**src/rtl/midi_msg_tx_pkg.sv**
```systemverilog
// Shared types and helpers for the MIDI message transmitter.
package midi_msg_tx_pkg;

  localparam int MIDI_BAUD = 31250;
  localparam int CLK_HZ    = 50_000_000;

  typedef enum logic [1:0] {IDLE, START, DATA, STOP} tx_state_e;

  // Number of bytes in a message with this status byte; 0 means reject.
  function automatic logic [1:0] midi_msg_len(input logic [7:0] status);
    if (!status[7]) return 2'd0;
    if (status < 8'hC0) return 2'd3;
    if (status < 8'hE0) return 2'd2;
    if (status < 8'hF0) return 2'd3;
    if (status == 8'hF6 || status >= 8'hF8) return 2'd1;
    return 2'd0;
  endfunction

  function automatic logic is_channel(input logic [7:0] status);
    return (status >= 8'h80) && (status < 8'hF0);
  endfunction

endpackage

```
**src/rtl/midi_msg_tx_if.sv**
```systemverilog
// Message handshake bundle: packed 24-bit MIDI message with valid/ready.
interface midi_msg_tx_if;
  logic [23:0] i_msg;
  logic        i_valid;
  logic        o_ready;

  modport master (output i_msg, output i_valid, input o_ready);
  modport slave  (input i_msg, input i_valid, output o_ready);
endinterface

```
**src/rtl/midi_msg_tx_uart_tx_byte.sv**
```systemverilog
// Single-byte UART serialiser (start, 8 data LSB first, stop). A start seen
// in the last STOP cycle chains the next byte with no idle gap.
module uart_tx_byte
  import midi_msg_tx_pkg::*;
#(
  parameter int CLKS_PER_BIT = 1600,
  parameter int CNT_W        = 11
) (
  input  logic       clk,
  input  logic       reset_n,
  input  logic       start,
  input  logic [7:0] data,
  output logic       done,
  output logic       serial,
  output tx_state_e  state
);

  localparam logic [CNT_W-1:0] LAST = CNT_W'(CLKS_PER_BIT - 1);

  tx_state_e        state_nx;
  logic [CNT_W-1:0] cnt;
  logic [2:0]       bit_idx;
  logic [7:0]       shreg;
  logic             tick;
  logic             load;

  assign tick = (cnt == LAST);
  assign load = start && (state == IDLE || (state == STOP && tick));

  always_ff @(posedge clk or negedge reset_n) begin
    if (!reset_n) state <= IDLE;
    else          state <= state_nx;
  end

  always_comb begin
    state_nx = state;
    case (state)
      IDLE:    if (start) state_nx = START;
      START:   if (tick) state_nx = DATA;
      DATA:    if (tick && bit_idx == 3'd7) state_nx = STOP;
      STOP:    if (tick) state_nx = start ? START : IDLE;
      default: state_nx = IDLE;
    endcase
  end

  always_comb begin
    serial = 1'b1;
    done   = 1'b0;
    case (state)
      START:   serial = 1'b0;
      DATA:    serial = shreg[0];
      STOP:    done   = tick;
      default: ;
    endcase
  end

  always_ff @(posedge clk or negedge reset_n) begin
    if (!reset_n) begin
      cnt     <= '0;
      bit_idx <= '0;
    end else begin
      if (state == IDLE || tick) cnt <= '0;
      else                       cnt <= cnt + 1'b1;
      if (state == DATA && tick) bit_idx <= bit_idx + 3'd1;
    end
  end

  always_ff @(posedge clk) begin
    if (load)                       shreg <= data;
    else if (state == DATA && tick) shreg <= {1'b0, shreg[7:1]};
  end

endmodule

```
**src/rtl/midi_msg_tx.sv**
```systemverilog
// MIDI message transmitter: handshake, length decode and byte sequencing.
// Optional running status is enabled with MIDI_RUNNING_STATUS_EN.
module midi_msg_tx
  import midi_msg_tx_pkg::*;
#(
  parameter int CLKS_PER_BIT = 1600,
  parameter int CNT_W        = 11
) (
  input  logic          CLOCK_50,
  input  logic          reset_n,
  midi_msg_tx_if.slave  bus,
  output logic          o_serial,
  output logic          o_busy,
  output logic          o_err,
  output logic [2:0]    o_state
);

  tx_state_e   state;
  logic [23:0] hold;
  logic [1:0]  byte_idx;
  logic [1:0]  last_idx;
  logic [1:0]  len;
  logic [1:0]  first;
  logic [7:0]  status;
  logic        xfer;
  logic        accept;
  logic        done;
  logic        more;
  logic        start;
  logic [7:0]  tx_byte;

  // Byte 0 is the status; data bytes always go out with bit 7 cleared.
  function automatic logic [7:0] byte_sel(input logic [23:0] msg, input logic [1:0] idx);
    case (idx)
      2'd0:    return msg[23:16];
      2'd1:    return msg[15:8] & 8'h7F;
      default: return msg[7:0] & 8'h7F;
    endcase
  endfunction

  assign status      = bus.i_msg[23:16];
  assign len         = midi_msg_len(status);
  assign bus.o_ready = (state == IDLE);
  assign xfer        = bus.i_valid && bus.o_ready;
  assign accept      = xfer && (len != 2'd0);
  assign more        = (byte_idx != last_idx);

`ifdef MIDI_RUNNING_STATUS_EN
  logic [7:0] last_status;

  assign first = (is_channel(status) && status == last_status) ? 2'd1 : 2'd0;

  always_ff @(posedge CLOCK_50 or negedge reset_n) begin
    if (!reset_n) last_status <= 8'h00;
    else if (accept) begin
      if (is_channel(status))    last_status <= status;
      else if (status == 8'hF6)  last_status <= 8'h00;
    end
  end
`else
  assign first = 2'd0;
`endif

  always_comb begin
    start   = 1'b0;
    tx_byte = byte_sel(bus.i_msg, first);
    if (accept) begin
      start = 1'b1;
    end else if (done && more) begin
      start   = 1'b1;
      tx_byte = byte_sel(hold, 2'(byte_idx + 2'd1));
    end
  end

  always_ff @(posedge CLOCK_50 or negedge reset_n) begin
    if (!reset_n) begin
      byte_idx <= 2'd0;
      last_idx <= 2'd0;
      o_err    <= 1'b0;
    end else begin
      o_err <= xfer && (len == 2'd0);
      if (accept) begin
        byte_idx <= first;
        last_idx <= 2'(len - 2'd1);
      end else if (done && more) begin
        byte_idx <= 2'(byte_idx + 2'd1);
      end
    end
  end

  always_ff @(posedge CLOCK_50) begin
    if (accept) hold <= bus.i_msg;
  end

  uart_tx_byte #(
    .CLKS_PER_BIT (CLKS_PER_BIT),
    .CNT_W        (CNT_W)
  ) u_tx (
    .clk     (CLOCK_50),
    .reset_n (reset_n),
    .start   (start),
    .data    (tx_byte),
    .done    (done),
    .serial  (o_serial),
    .state   (state)
  );

  assign o_busy  = (state != IDLE);
  assign o_state = {1'b0, state};

endmodule

```
**src/flat_wrapper.sv**
```systemverilog
// flat-port wrapper written by rule: the top's interface ports become plain ports
module midi_msg_tx_flat import midi_msg_tx_pkg::*;
#(
  parameter int CLKS_PER_BIT = 1600,
  parameter int CNT_W        = 11
)
  (CLOCK_50, reset_n, o_serial, o_busy, o_err, o_state, bus_i_msg, bus_i_valid, bus_o_ready);
  midi_msg_tx_if bus_i ();
  input  logic CLOCK_50;
  input  logic reset_n;
  output logic o_serial;
  output logic o_busy;
  output logic o_err;
  output logic [2:0] o_state;
  input wire logic [$bits(bus_i.i_msg)-1:0] bus_i_msg;
  input wire logic [$bits(bus_i.i_valid)-1:0] bus_i_valid;
  output wire logic [$bits(bus_i.o_ready)-1:0] bus_o_ready;
  assign bus_i.i_msg = bus_i_msg;
  assign bus_i.i_valid = bus_i_valid;
  assign bus_o_ready = bus_i.o_ready;
  midi_msg_tx #(.CLKS_PER_BIT(CLKS_PER_BIT), .CNT_W(CNT_W)) u_core (.CLOCK_50(CLOCK_50), .reset_n(reset_n), .bus(bus_i), .o_serial(o_serial), .o_busy(o_busy), .o_err(o_err), .o_state(o_state));
endmodule
```
**config.mk**
```make
export PLATFORM = sky130hd
export DESIGN_NAME = midi_msg_tx_flat
export DESIGN_NICKNAME = d
export VERILOG_FILES = /design/src/rtl/midi_msg_tx_pkg.sv /design/src/rtl/midi_msg_tx_if.sv /design/src/rtl/midi_msg_tx_uart_tx_byte.sv /design/src/rtl/midi_msg_tx.sv /design/src/flat_wrapper.sv
export SDC_FILE = /design/constraint.sdc
export NUM_CORES = 1
export LEC_CHECK = 0
export CAP_MARGIN = 20
export CORE_UTILIZATION = 45
export DETAILED_ROUTE_END_ITERATION = 12
export GPL_TIMING_DRIVEN = 0
export PLACE_DENSITY = 0.67
export REMOVE_ABC_BUFFERS = 1
export SLEW_MARGIN = 25
export SYNTH_ARGS = -nofsm -noshare
export SYNTH_HDL_FRONTEND = slang
export SYNTH_HIERARCHICAL = 1
export SYNTH_SLANG_ARGS = --single-unit
```
**constraint.sdc**
```tcl
create_clock -name CLOCK_50 -period 2.7 [get_ports CLOCK_50]
set_input_delay 0.405 -clock CLOCK_50 [delete_from_list [all_inputs] [get_ports CLOCK_50]]
set_output_delay 0.405 -clock CLOCK_50 [all_outputs]
set_load 0.05 [all_outputs]
```
==> results of run 1 <==
layout by cell type (no fill, tap or decap), types with 2 or more instances in the layout:
master / Yosys / layout
sky130_fd_sc_hd__xor2_1: 7 / 7
sky130_fd_sc_hd__xnor2_1: 4 / 4
sky130_fd_sc_hd__mux2_4: 18 / 18
sky130_fd_sc_hd__clkbuf_8: 0 / 5
sky130_fd_sc_hd__or4b_4: 1 / 2
sky130_fd_sc_hd__nand4_1: 2 / 2
sky130_fd_sc_hd__nand2b_1: 2 / 2
sky130_fd_sc_hd__nor2_1: 14 / 14
sky130_fd_sc_hd__dlymetal6s2s_1: 0 / 2
sky130_fd_sc_hd__dfrtp_1: 21 / 18
sky130_fd_sc_hd__o21ai_0: 9 / 9
sky130_fd_sc_hd__or2_2: 3 / 3
sky130_fd_sc_hd__ha_1: 11 / 10
sky130_fd_sc_hd__and3_1: 3 / 3
sky130_fd_sc_hd__nand2_2: 1 / 3
sky130_fd_sc_hd__edfxtp_1: 30 / 30
sky130_fd_sc_hd__nand2_1: 22 / 20
sky130_fd_sc_hd__a22oi_1: 7 / 7
sky130_fd_sc_hd__dlygate4sd2_1: 0 / 6
sky130_fd_sc_hd__nand3_1: 4 / 4
sky130_fd_sc_hd__inv_1: 10 / 9
sky130_fd_sc_hd__dfrtp_2: 0 / 3
sky130_fd_sc_hd__clkdlybuf4s50_1: 0 / 21
sky130_fd_sc_hd__mux2i_1: 3 / 3
sky130_fd_sc_hd__clkinv_4: 0 / 2
sky130_fd_sc_hd__nor3_1: 2 / 2
sky130_fd_sc_hd__buf_4: 1 / 9
metrics by stage:
stage	worst slack (ps)	setup TNS, ps	hold slack, ps	instances
3_3_place_gp	-1220	-21390	469	296
2_1_floorplan	-233	-1710	109	194
3_5_place_dp	-1290	-23620	477	296
5_1_grt	-22.4	-60.5	77.0	315
4_1_cts	1.91	0	448	309
6_report	38.1	0	52.7	315
cell type report:
type,instances,area share
Clock buffer,5,0.0215
Clock inverter,3,0.0137
Sequential cell,51,0.446
Timing Repair inverter,1,0.00273
Inverter,11,0.0168
Multi-Input combinational cell,132,0.352
Tap cell,72,0.0281
Timing Repair Buffer,40,0.119
worst max-delay path by stage:
stage	start	to	slack, ps	depth (start not counted)
floorplan	bus_i_msg[18]	u_core/u_tx/shreg[0]$_DFFE_PP_	-230	8
global placement	bus_i_msg[16]	u_core/u_tx/shreg[0]$_DFFE_PP_	-1220	9
detailed placement	bus_i_msg[16]	u_core/u_tx/shreg[0]$_DFFE_PP_	-1290	9
CTS	u_core/u_tx/cnt[7]$_DFF_PN0_	u_core/u_tx/shreg[1]$_DFFE_PP_	2	7
global route	bus_i_msg[19]	u_core/u_tx/shreg[0]$_DFFE_PP_	-20	9
finish	bus_i_msg[19]	u_core/u_tx/shreg[0]$_DFFE_PP_	40	9
power by group through the flow:
stage / Clock, uW / Sequential (uW) / Combinational (uW)
after global routing: 578 / 828 / 77.0
after detailed placement: 0 / 844 / 70.0
after global placement: 0 / 844 / 68.9
final: 525 / 827 / 69.0
after floorplan: 0 / 844 / 21.7
after CTS: 548 / 827 / 68.6
sequential cells by signal, summed over array words and instances (netlist names):
signal and cells:
u_core/o_err 1, u_core/u_tx/cnt 11, u_core/u_tx/state 2, u_core/u_tx/shreg 8, u_core/byte_idx 2, u_core/hold 22
u_core/last_idx 2, u_core/u_tx/bit_idx 3
worst register-to-register path, stage by stage, from the launching register on:
cell                       delay [ps]
sky130_fd_sc_hd__dfrtp_2          420
sky130_fd_sc_hd__or4b_4           580
sky130_fd_sc_hd__nor4_4           330
sky130_fd_sc_hd__inv_2             90
sky130_fd_sc_hd__a211oi_4         210
sky130_fd_sc_hd__buf_12           170
sky130_fd_sc_hd__mux2_4           320
sky130_fd_sc_hd__mux2_4           260
cells in the mapped netlist, types with 2 or more instances:
| master | n |
|---|---|
| sky130_fd_sc_hd__nand2_1 | 22 |
| sky130_fd_sc_hd__xnor2_1 | 4 |
| sky130_fd_sc_hd__nand3_1 | 4 |
| sky130_fd_sc_hd__clkbuf_1 | 2 |
| sky130_fd_sc_hd__mux2_4 | 18 |
| sky130_fd_sc_hd__nand4_1 | 2 |
| sky130_fd_sc_hd__o21ai_0 | 9 |
| sky130_fd_sc_hd__edfxtp_1 | 30 |
| sky130_fd_sc_hd__xor2_1 | 7 |
| sky130_fd_sc_hd__dfrtp_1 | 21 |
| sky130_fd_sc_hd__ha_1 | 11 |
| sky130_fd_sc_hd__a22oi_1 | 7 |
| sky130_fd_sc_hd__nor3_1 | 2 |
| sky130_fd_sc_hd__a21oi_1 | 2 |
| sky130_fd_sc_hd__or2_2 | 3 |
| sky130_fd_sc_hd__mux2i_1 | 3 |
| sky130_fd_sc_hd__nand2b_1 | 2 |
| sky130_fd_sc_hd__inv_1 | 10 |
| sky130_fd_sc_hd__nor2_1 | 14 |
| sky130_fd_sc_hd__and3_1 | 3 |
per-layer routing:
| layer | wire, um | track usage |
|---|---|---|
| met5 | 0 | 0 |
| met1 | 2060 | 0.221 |
| met4 | 40 | 0.0556 |
| met3 | 141 | 0.0349 |
| met2 | 2200 | 0.277 |
repair_timing:
action / CTS / global route
buffers inserted: 4 / 6
endpoints found under the setup margin: 18 / 17
hold buffers: 0 / 0
gates resized for setup: 11 / 9
pin swaps: 5 / 1
gates cloned: 1 / 0
cells by family after synthesis:
kind of cell,share of synthesized area
AO/OA/AOI/OAI,0.0840
XOR/XNOR,0.0370
adder cells (fa/ha/maj),0.0528
buffers and inverters,0.0326
flip-flops,0.547
multiplexers,0.120
other,0.00144
AND/OR/NAND/NOR,0.125
==> run_results.csv, run 1 <==
group,metric,value,unit
yosys,synth_enable_flop_cells,30,
timing,fmax,0.376,GHz
final_layout,nFillCells,471,
timing,unrepaired_setup_endpoints_after_global_routing,"true",
yosys,synthesis.area_per_instance,13.1,um2
clocking,cts_tree,"done",
placed_design,place.gp.congestion,0.704,
power_and_ir_drop,seq_power_share,0.582,
timing,final_hold_viol_count,0,
global_routing,grt_max_degree,22,
route,wl_per_cell,14.1,um
setup_path,rr_startpoint,"u_core/u_tx/cnt[7]$_DFF_PN0_",
final_layout,layout.nets,280,
power_and_ir_drop,leakage_power,0.00135,uW
final_layout,diodes,0,
yosys,synthesis.area,2610,um2
yosys,ys.warnings.count,6,
setup_path,timing.critical_path.from_type,"input port",
yosys,postSynthRegisterBits,51,
power_and_ir_drop,power.density_cell_area,444,nW/um2
placed_design,input_output_buffers,30,
final_layout,design_area,3200,um2
power_and_ir_drop,power.total,1420,uW
power_and_ir_drop,p_switching,279,uW
floorplanning,die-area,6100,um2
global_routing,grt_first_pass_wirelength,7.71,mm
route,postRouteWirelength,4.44,mm
power_and_ir_drop,power.combinational.fraction,0.049,
setup_path,critical_path.max_stage_delay,570,ps
global_routing,gr-usage-all-layers,0.168,
power_and_ir_drop,worst_ir_drop_vdd,0.230,mV
route,detail_route.first_pass.iterations,4,
timing,setup_violating_endpoint_count_in_the_final_report,0,
setup_path,cp-end-kind,"flop",
floorplanning,die_y,78.1,um
clocking,worst_skew_pair.late_latency,300,ps
global_routing,number_of_global_route_vias_before_repair,1615,
floorplanning,placementRows,27,
timing,clock_skew,7.55,ps
final_layout,drive_above_1_share,0.255,
flow_run,drv_cap,0,
route,number_of_remaining_drc_errors,0,
setup_path,timing.critical_path.cells,"clkdlybuf4s50_1, o311ai_4, ha_2, or4b_4, clkinv_8, a211oi_4, buf_12, mux2_4, mux2_4",
yosys,yosysUniqueCellTypes,43,
clocking,cts_max_level,2,
global_routing,antenna_found_initial,0,
setup_path,reg2reg_setup_slack,70,ps
clocking,worst_setup_hold_path_clk_slew,90,ps
setup_path,critical-path-top-delay-family,"buffers and inverters",
final_layout,seqCellArea,1430,um2
final_layout,multi_input_logic_area,1130,um2
yosys,dominant_cell_type_by_area_after_synthesis,"sky130_fd_sc_hd__edfxtp_1",
power_and_ir_drop,cellInternalPower,1140,uW
setup_path,critical_path_peak_fanout,8,
floorplanning,ioPinCount,34,
timing,fin_crit,2660,ps
clocking,numCtsBuffers,5,
setup_path,critical_path.reg2reg.endpoint,"u_core/u_tx/shreg[0]$_DFFE_PP_",
setup_path,critical_path_buf_inv_count,3,
final_layout,postLayoutCoreUtil,0.578,
final_layout,area_delta_synth_final,22.9,%
floorplanning,initial_core_util,0.470,
route,detailedRoute.firstIterationViolations,52,
setup_path,cpMostUsedCell,"sky130_fd_sc_hd__mux2_4",
setup_path,worst-r2r-cell-count,7,
timing,max_slew_margin,0.666,
setup_path,worst_ep_arrival_time,2720,ps
clocking,clock_root_buffer,"sky130_fd_sc_hd__clkbuf_8",
timing,timing.final.crit_share,0.986,
power_and_ir_drop,sw_frac_of_total,0.196,
placed_design,post-dp-hpwl,3.00,mm
timing,report.final.slew_viol_count,0,
yosys,synth.yosys.seq_area_share,0.547,
outcome,run_status,"finished clean",
setup_path,cpMaxStageDelayCell,"sky130_fd_sc_hd__or4b_4",
yosys,main_synth_ff_type,"sky130_fd_sc_hd__edfxtp_1",
yosys,post_synth_main_area_contributors,"sky130_fd_sc_hd__edfxtp_1 35%, sky130_fd_sc_hd__dfrtp_1 20%, sky130_fd_sc_hd__mux2_4 10%",
floorplanning,core,5540,um2
yosys,fraction_of_post_synthesis_cell_area_in_the_top_cell_type_by_area,0.346,
clocking,cts_buffer_depth,2,
global_routing,gr-total-overflow,0,
yosys,asyncSetResetFlopFracSynth,0.412,
route,route.detailed.vias_per_inst,5.11,
route,routed-via-count,1609,
timing,timing_worst_slew_pin_value,500,ps
floorplanning,die-width,78.1,um
worst_hold_path,timing.hold.worst.class,"in2async",
yosys,post_synth_inst_count,199,
clocking,sinks_on_the_clock_net,51,
setup_path,setup_crit_path_kind,"in2reg",
setup_path,required,2760,ps
route,final_antenna_net_count,0,
power_and_ir_drop,clock_power_share,0.369,
placed_design,placed_area,2970,um2
(Power assumes the default switching activity.)
==> run 2, diff against run 1 <==
CTS_CLUSTER_DIAMETER = 120   (was default)
==> results of run 2 <==
Same layout as run 1: the final DEF is identical, and so are final timing and power.
